--- config.mk ---
export PLATFORM = sky130hd
export DESIGN_NAME = rx_flat
export DESIGN_NICKNAME = d
export VERILOG_FILES = /design/src/rtl/rx_if.sv /design/src/rtl/rx.sv /design/src/flat_wrapper.sv
export SDC_FILE = /design/constraint.sdc
export NUM_CORES = 1
export LEC_CHECK = 0
export BUFFER_PORTS_ARGS = -buffer_cell sky130_fd_sc_hd__buf_2
export CORE_AREA = 2 2 39 41
export CTS_BUF_LIST = sky130_fd_sc_hd__clkbuf_8
export DETAILED_ROUTE_END_ITERATION = 10
export DIE_AREA = 0 0 41 43
export HOLD_SLACK_MARGIN = 0.15
export PLACE_DENSITY = 0.67
export RECOVER_POWER = 50
export SLEW_MARGIN = 20
export SYNTH_ARGS = -nofsm -noshare
export SYNTH_HDL_FRONTEND = slang
export SYNTH_SLANG_ARGS = --single-unit
--- constraint.sdc ---
create_clock -name clk -period 1.6 [get_ports clk]
set_input_delay 0.32 -clock clk [delete_from_list [all_inputs] [get_ports clk]]
set_output_delay 0.32 -clock clk [all_outputs]
set_load 0.01 [all_outputs]
--- src/rtl/rx_if.sv ---
// Sample-stream bundle between the ADC/channel side and the rx matched filter.
// The master drives samples and the strobe; the slave (rx) returns the
// filtered sample, symbol strobe and sliced bit.
interface rx_if #(
  parameter int UPSAMPLE  = 4,
  parameter int IN_NBITS  = 8,
  parameter int OUT_NBITS = 8
);
  localparam int PHASE_NBITS = (UPSAMPLE > 1) ? $clog2(UPSAMPLE) : 1;

  logic                        enable;
  logic [PHASE_NBITS-1:0]      phase_sel;
  logic signed [IN_NBITS-1:0]  rx_in;
  logic signed [OUT_NBITS-1:0] rx_filt_out;
  logic                        rx_sym_valid;
  logic                        rx_bit;

  modport master (
    output enable, phase_sel, rx_in,
    input  rx_filt_out, rx_sym_valid, rx_bit
  );

  modport slave (
    input  enable, phase_sel, rx_in,
    output rx_filt_out, rx_sym_valid, rx_bit
  );
endinterface

--- src/rtl/rx.sv ---
// Receive matched filter: NCOEF-tap FIR over the upsampled sample stream,
// saturation to OUT_NBITS, decimation by UPSAMPLE at a selectable phase and
// BPSK slicing. Every pipeline register advances only on enable.
module rx #(
  parameter int UPSAMPLE   = 4,
  parameter int NCOEF      = 24,
  parameter int COEF_NBITS = 8,
  parameter int COEF_FBITS = 7,
  parameter logic [COEF_NBITS*NCOEF-1:0] COEF = {(COEF_NBITS*NCOEF){1'b0}},
  parameter int IN_NBITS   = 8,
  parameter int IN_FBITS   = 7,
  parameter int OUT_NBITS  = 8,
  parameter int OUT_FBITS  = 7
) (
  input logic clk,
  input logic rst,
  rx_if.slave bus
);
  localparam int PHASE_NBITS = (UPSAMPLE > 1) ? $clog2(UPSAMPLE) : 1;
  localparam int PROD_NBITS  = IN_NBITS + COEF_NBITS;
  localparam int FULL_NBITS  = PROD_NBITS + $clog2(NCOEF);
  localparam int FULL_FBITS  = IN_FBITS + COEF_FBITS;
  // Output window inside the full-precision sum
  localparam int Q_HI        = FULL_FBITS + OUT_NBITS - OUT_FBITS - 1;
  localparam int Q_LO        = FULL_FBITS - OUT_FBITS;
  // Bits from the output sign up to the accumulator MSB must all agree
  localparam int GUARD_NBITS = FULL_NBITS - Q_HI;
  localparam int HALF        = NCOEF / 2;
  // Strobes stay suppressed until the first output built from a full buffer
  localparam int WARM_LAST   = NCOEF + 2;
  localparam int WARM_NBITS  = $clog2(WARM_LAST + 1);

  logic signed [COEF_NBITS-1:0] tap_r [NCOEF];
  logic signed [IN_NBITS-1:0]   buf_r [NCOEF];
  logic signed [PROD_NBITS-1:0] prod_s [NCOEF];
  logic signed [FULL_NBITS-1:0] sum_a_s, sum_b_s;
  logic signed [FULL_NBITS-1:0] sum_a_r, sum_b_r;
  logic signed [FULL_NBITS-1:0] full_r;
  logic [GUARD_NBITS-1:0]       guard_s;
  logic signed [OUT_NBITS-1:0]  filt_next_s;
  logic signed [OUT_NBITS-1:0]  filt_out_r;
  logic                         sym_valid_r;
  logic                         bit_r;
  logic [PHASE_NBITS-1:0]       out_cnt_r;
  logic [PHASE_NBITS-1:0]       out_cnt_next_s;
  logic [WARM_NBITS-1:0]        warm_cnt_r;
  logic                         warm_done_s;
  logic                         hit_s;

  // Tap register array, (re)loaded from the COEF parameter on reset
  always_ff @(posedge clk) begin
    if (rst) begin
      for (int k = 0; k < NCOEF; k++) begin
        tap_r[k] <= COEF[COEF_NBITS*NCOEF-1-k*COEF_NBITS -: COEF_NBITS];
      end
    end
  end

  // S0: input delay line, newest sample at index 0
  always_ff @(posedge clk) begin
    if (rst) begin
      for (int k = 0; k < NCOEF; k++) begin
        buf_r[k] <= {IN_NBITS{1'b0}};
      end
    end else if (bus.enable) begin
      buf_r[0] <= bus.rx_in;
      for (int k = 1; k < NCOEF; k++) begin
        buf_r[k] <= buf_r[k-1];
      end
    end
  end

  // Full-precision products and the two half-filter partial sums
  always_comb begin
    sum_a_s = {FULL_NBITS{1'b0}};
    sum_b_s = {FULL_NBITS{1'b0}};
    for (int k = 0; k < NCOEF; k++) begin
      prod_s[k] = PROD_NBITS'(buf_r[k]) * PROD_NBITS'(tap_r[k]);
      if (k < HALF) begin
        sum_a_s = sum_a_s + FULL_NBITS'(prod_s[k]);
      end else begin
        sum_b_s = sum_b_s + FULL_NBITS'(prod_s[k]);
      end
    end
  end

  // S1/S2: registered partial sums, then their registered total
  always_ff @(posedge clk) begin
    if (rst) begin
      sum_a_r <= {FULL_NBITS{1'b0}};
      sum_b_r <= {FULL_NBITS{1'b0}};
      full_r  <= {FULL_NBITS{1'b0}};
    end else if (bus.enable) begin
      sum_a_r <= sum_a_s;
      sum_b_r <= sum_b_s;
      full_r  <= sum_a_r + sum_b_r;
    end
  end

  // Floor-truncate to the output format, clamping when the guard bits disagree
  always_comb begin
    guard_s = full_r[FULL_NBITS-1:Q_HI];
    if ((guard_s == {GUARD_NBITS{1'b0}}) || (guard_s == {GUARD_NBITS{1'b1}})) begin
      filt_next_s = full_r[Q_HI:Q_LO];
    end else if (full_r[FULL_NBITS-1]) begin
      filt_next_s = {1'b1, {(OUT_NBITS-1){1'b0}}};
    end else begin
      filt_next_s = {1'b0, {(OUT_NBITS-1){1'b1}}};
    end
  end

  // Decimation phase counter next value and symbol-strobe qualifier
  always_comb begin
    if (out_cnt_r == PHASE_NBITS'(UPSAMPLE - 1)) begin
      out_cnt_next_s = {PHASE_NBITS{1'b0}};
    end else begin
      out_cnt_next_s = out_cnt_r + {{(PHASE_NBITS-1){1'b0}}, 1'b1};
    end
    warm_done_s = (warm_cnt_r == WARM_NBITS'(WARM_LAST));
    hit_s       = (out_cnt_r == bus.phase_sel) && warm_done_s;
  end

  // Phase counter and saturating warm-up enable counter
  always_ff @(posedge clk) begin
    if (rst) begin
      out_cnt_r  <= {PHASE_NBITS{1'b0}};
      warm_cnt_r <= {WARM_NBITS{1'b0}};
    end else if (bus.enable) begin
      out_cnt_r <= out_cnt_next_s;
      if (!warm_done_s) begin
        warm_cnt_r <= warm_cnt_r + {{(WARM_NBITS-1){1'b0}}, 1'b1};
      end
    end
  end

  // S3: filter output register
  always_ff @(posedge clk) begin
    if (rst) begin
      filt_out_r <= {OUT_NBITS{1'b0}};
    end else if (bus.enable) begin
      filt_out_r <= filt_next_s;
    end
  end

  // S3: one-cycle symbol strobe and slicer (non-negative sample -> 1)
  always_ff @(posedge clk) begin
    if (rst) begin
      sym_valid_r <= 1'b0;
      bit_r       <= 1'b0;
    end else if (bus.enable && hit_s) begin
      sym_valid_r <= 1'b1;
      bit_r       <= ~filt_next_s[OUT_NBITS-1];
    end else begin
      sym_valid_r <= 1'b0;
    end
  end

  assign bus.rx_filt_out  = filt_out_r;
  assign bus.rx_sym_valid = sym_valid_r;
  assign bus.rx_bit       = bit_r;
endmodule

--- src/flat_wrapper.sv ---
// flat-port wrapper written by rule: the top's interface ports become plain ports
module rx_flat 
#(
  parameter int UPSAMPLE   = 4,
  parameter int NCOEF      = 24,
  parameter int COEF_NBITS = 8,
  parameter int COEF_FBITS = 7,
  parameter logic [COEF_NBITS*NCOEF-1:0] COEF = {(COEF_NBITS*NCOEF){1'b0}},
  parameter int IN_NBITS   = 8,
  parameter int IN_FBITS   = 7,
  parameter int OUT_NBITS  = 8,
  parameter int OUT_FBITS  = 7
)
  (clk, rst, bus_enable, bus_phase_sel, bus_rx_in, bus_rx_filt_out, bus_rx_sym_valid, bus_rx_bit);
  rx_if #(.UPSAMPLE(UPSAMPLE), .IN_NBITS(IN_NBITS), .OUT_NBITS(OUT_NBITS)) bus_i ();
  input logic clk;
  input logic rst;
  input wire logic [$bits(bus_i.enable)-1:0] bus_enable;
  input wire logic [$bits(bus_i.phase_sel)-1:0] bus_phase_sel;
  input wire logic [$bits(bus_i.rx_in)-1:0] bus_rx_in;
  output wire logic [$bits(bus_i.rx_filt_out)-1:0] bus_rx_filt_out;
  output wire logic [$bits(bus_i.rx_sym_valid)-1:0] bus_rx_sym_valid;
  output wire logic [$bits(bus_i.rx_bit)-1:0] bus_rx_bit;
  assign bus_i.enable = bus_enable;
  assign bus_i.phase_sel = bus_phase_sel;
  assign bus_i.rx_in = bus_rx_in;
  assign bus_rx_filt_out = bus_i.rx_filt_out;
  assign bus_rx_sym_valid = bus_i.rx_sym_valid;
  assign bus_rx_bit = bus_i.rx_bit;
  rx #(.UPSAMPLE(UPSAMPLE), .NCOEF(NCOEF), .COEF_NBITS(COEF_NBITS), .COEF_FBITS(COEF_FBITS), .COEF(COEF), .IN_NBITS(IN_NBITS), .IN_FBITS(IN_FBITS), .OUT_NBITS(OUT_NBITS), .OUT_FBITS(OUT_FBITS)) u_core (.clk(clk), .rst(rst), .bus(bus_i));
endmodule
# Word level (Yosys, flattened, before mapping)
# Memories as Yosys holds them, arrays and structs flattened.
# Index checks and enable logic that the tools add are counted.
# W data, S select, Z words.
# totals
regBits	80
ramBits	192
inputBits	13
output_inout_bits	10
elab_cells	126
mem_count	1
# memory_table
name	depth	width	read_ports	rd_clocked_by_memory_dff	write_ports	line_no	source
u_core.buf_r	24	8	24	0	24	rx.sv:34	logic signed [IN_NBITS-1:0] buf_r [NCOEF];
# op_classes
n_addsub	25
n_mul	24
n_eq_ne	4
n_mux	33
n_bitwise	26
n_reduce_logical	5
# ops
operator	n
$mul A8 B8 Y16 const B	24
$add A21 B16 Y21	18
$mux W8	26
$add A17 B16 Y18	2
$add A16 B16 Y17	2
$or A1 B1 Y1	24
$add A21 B21 Y21	1
$eq A7 B7 Y1 const B	1
$logic_not A7 Y1	1
$mux W1	6
$add A5 B1 Y5 const B	1
$eq A5 B5 Y1 const B	1
$add A2 B1 Y2 const B	1
$eq A2 B2 Y1	1
$eq A2 B2 Y1 const B	1
$logic_and A1 B1 Y1	2
$mux W2	1
$not A1 Y1	2
$reduce_and A2 Y1	1
$logic_or A1 B1 Y1	1

# Logic depth before layout (Yosys ltp)
# depth
depth_word	12
mapped_depth	5
mapped_depth_nobuf	5

# Least setup slack after synthesis
# Ideal clock, no wire load.
# synth_timing
path_type	reg2reg
from	reg u_core.warm_cnt_r[0]
to	reg u_core.warm_cnt_r[2]
t_arrival_ns	1.192
t_required_ns	1.530
setup_slack_ns	0.338
path_stages_with_launch	6
cell_sequence	dfxtp_1 > inv_1 > ha_1 > nand4b_4 > or3b_1 > a21oi_1
# synth_via
elab_chain_len	3
elab_cells_between_ends	4
# synth_rtl
element	line_no	source
start: declaration	rx.sv:46	logic [WARM_NBITS-1:0] warm_cnt_r;
start signal: assignment	rx.sv:127	warm_cnt_r <= {WARM_NBITS{1'b0}};
start signal: assignment	rx.sv:131	warm_cnt_r <= warm_cnt_r + {{(WARM_NBITS-1){1'b0}}, 1'b1};
branches (longest 3 deep; another with $add A5 B1 Y5)	n/a	
# Several ways; the timed one is not identified.
# A chain may end at the register's enable or synchronous reset.

# Worst setup path after layout
# Same ends and word-level chain as after synthesis.

==> results.yml <==
synthesis:
  synth_largest_area_cell: "dfxtp_1"
  synth_seq_cells: 9
  synth-compound-area-share_pct: 8.56
  syn_area_um2: 512
  yosys.area_share.adder_pct: 7.33
  synth_top_family_by_area: "simple AND/OR/NAND/NOR gates"
  synth.distinct_cells: 25
  yosys-mux-area-fraction_pct: 1.96
  synth.top_cell.area_share_pct: 35.2
  synth_area_leaders: "dfxtp_1, buf_4, ha_1"
  yosys.area_share.simple_pct: 22.2
  ys_warn_count: 0
  synthCells: 54
  synth_seq_area_share_pct: 35.2
  avgSynthCellArea_um2: 9.48
  synth_xor_xnor_area_share_pct: 6.85
detailed_routing:
  first_pass_iters: 2
  ant_nets: 0
  num_vias: 334
  vias_per_cell: 4.34
  wl_per_cell_um: 9.61
  drc: 0
  routed_wl_um: 740
  drtIter0Drc: 2
pwr:
  p_leak_nw: 0.272
  ir_worst_vdd_uv: 461
  power_per_cell_area_nw_per_um2: 1000
  power_frac_comb_pct: 9.7
  p_seq_share_pct: 43.8
  internal_power_uw: 423
  swShare_pct: 24.0
  p_clk_share_pct: 46.6
  p_sw_uw: 134
clocking:
  clkTransAtPathRegs_ns: 0.05
  cts_buffers: 3
  holdBufCountCts: 0
  max-clock-path-buffers: 2
  cts_tree: "yes"
  post_cts_buffers: 0
  clkLatencyLatePin_ns: 0.23
  cts.sinks: 9
  cts.htree.levels: 1
  cts_root_buf: "clkbuf_8"
  cts_resized: 0
status:
  status: "complete, no violations"
sta:
  clock.fmax_mhz: 729
  fin_worst_skew_ns: 0.00435
  report.final.setup_viol: 0
  hold_violations: 0
  setup_tns_ns: 0
  layout_min_cycle_time_ns: 1.37
  min_period_over_period_pct: 85.8
  slew_viol_final: 0
  rsz0062_at_grt: "false"
final_layout:
  drive_above_1_share_pct: 19.7
  nets: 78
  fin_util_pct: 40.1
  area_growth_pct: 8.31
  diodes: 0
place:
  routabilityCongestion: 0.714
  port_buffers: 6
  dp_hpwl_um: 551
hold_path:
  hold_path_class: "in -> reg"
  worstHoldPathCells: 2
run:
  drv_cap: 0
critical_path:
  worstSetupPathType: "reg -> reg"
  cpPeakStageDelay_ns: 0.39
  start_kind: "register"
  cp_max_fo: 6
  path_cells: "inv_1, ha_1, nand4b_4, or3b_1, a21oi_1"
  required_ns: 1.76
  critPathArrivalTime_ns: 1.53
  end_kind: "register"
  r2r_cells: 5
  critPathSlowestCell: "dfxtp_1"
grt:
  track_usage_pct: 10.4
  grt_util_met2_pct: 14.1
  overflow: 0
  use_met3_pct: 3.14
  grt.busiest_layer: "met2"
  grt_pass1_vias: 288
  grt_start_max_net_pins: 11
  antenna_found_initial: 0
  met1_usage_pct: 14.0
  grt_pass1_wl_mm: 1.24
floorplanning:
  die_y_um: 43
  rows: 14
  die_x_um: 41
  core_area_um2: 1380
  ios: 23
  initial_utilization_pct: 37.0
  die-area_um2: 1760
[logic make-up (layout without fill, tap and decap cells)]
group,Yosys count,in the layout
flip-flops,9,9
adder cells (fa/ha/maj),3,3
multiplexers,1,1
AO/OA/AOI/OAI,6,6
AND/OR/NAND/NOR,17,17
XOR/XNOR,4,4
other,1,8
buffers and inverters,13,13
[area by class of cell]
class	instances	area [um2]
flip-flops and latches	9	180
inverters	3	11.3
clock inverters	1	3.75
multi-input cells	39	270
repair buffers	6	27.5
well taps	16	20.0
clock buffers	3	41.3
fillers	145	830
[state kept, by name, indices dropped and copies added (netlist names)]
name	count
u_core.bus.rx_bit	1
u_core.bus.rx_sym_valid	1
u_core.out_cnt_r	2
u_core.warm_cnt_r	5
[synthesized netlist by cell type]
master	n
or3b_1	1
a211oi_1	1
conb_1	1
and2_2	1
a21oi_1	3
nand2b_1	1
inv_2	1
xor2_1	4
buf_4	8
or3_4	1
nor3b_1	1
dfxtp_1	9
nand2_1	2
clkbuf_2	1
nand3_1	1
nor3_1	1
buf_6	1
nand4_1	2
nor2_1	5
o32ai_2	1
ha_1	3
nand4b_4	1
inv_1	2
mux2i_1	1
o21ai_0	1
[power groups by stage]
stage | logic, mW | registers [mW] | clock network (mW)
2_1_floorplan | 0.0612 | 0.246 | 0
3_3_place_gp | 0.0523 | 0.247 | 0
3_5_place_dp | 0.0534 | 0.248 | 0
4_1_cts | 0.0536 | 0.243 | 0.268
5_1_grt | 0.0632 | 0.244 | 0.281
6_report | 0.0537 | 0.244 | 0.259
[worst paths after layout]
check | to | slack, ns | start
setup reg to reg | u_core.warm_cnt_r[2]$_SDFFE_PP0P_ | 0.23 | u_core.warm_cnt_r[0]$_SDFFE_PP0P_
setup / recovery | u_core.warm_cnt_r[2]$_SDFFE_PP0P_ | 0.23 | u_core.warm_cnt_r[0]$_SDFFE_PP0P_
hold / removal | u_core.out_cnt_r[1]$_SDFFE_PP0P_ | 0.39 | rst
hold reg to reg | u_core.bus.rx_bit$_SDFFE_PP0P_ | 0.46 | u_core.bus.rx_bit$_SDFFE_PP0P_
[metal layers]
layer	part of all wire (%)	routed length [um]
met1	48	354
met2	44	328
met3	5.3	39
met4	2.3	17
met5	0	0
[critical path: cells and delay by family (launching register included)]
family          cells  cell delay [ns]
compound gates      1             0.14
fa+ha+maj           1             0.23
buf+inv             1             0.06
flops               1             0.39
simple gates        2             0.48
[placed cells by master (no fill, tap or decap), types with 2 or more instances in the layout]
cell and count:
ha_1 3, dfxtp_1 9, a21oi_1 3, clkbuf_8 3, nand4_1 2, inv_1 3
nand2_1 2, buf_2 4, nor2_1 5, xor2_1 4, conb_1 8, clkbuf_1 2
[per-stage QoR]
stage	area, um2	hold WS [ns]	instances	power [mW]	setup slack, ns
after floorplan	538	0.472	61	0.307	0.338
after global placement	512	0.456	73	0.300	0.275
after detailed placement	512	0.458	73	0.301	0.222
after CTS	557	0.392	77	0.565	0.213
after global routing	554	0.404	77	0.588	0.170
final	554	0.393	77	0.557	0.228
No activity file was read; power rests on OpenSTA's default activity.
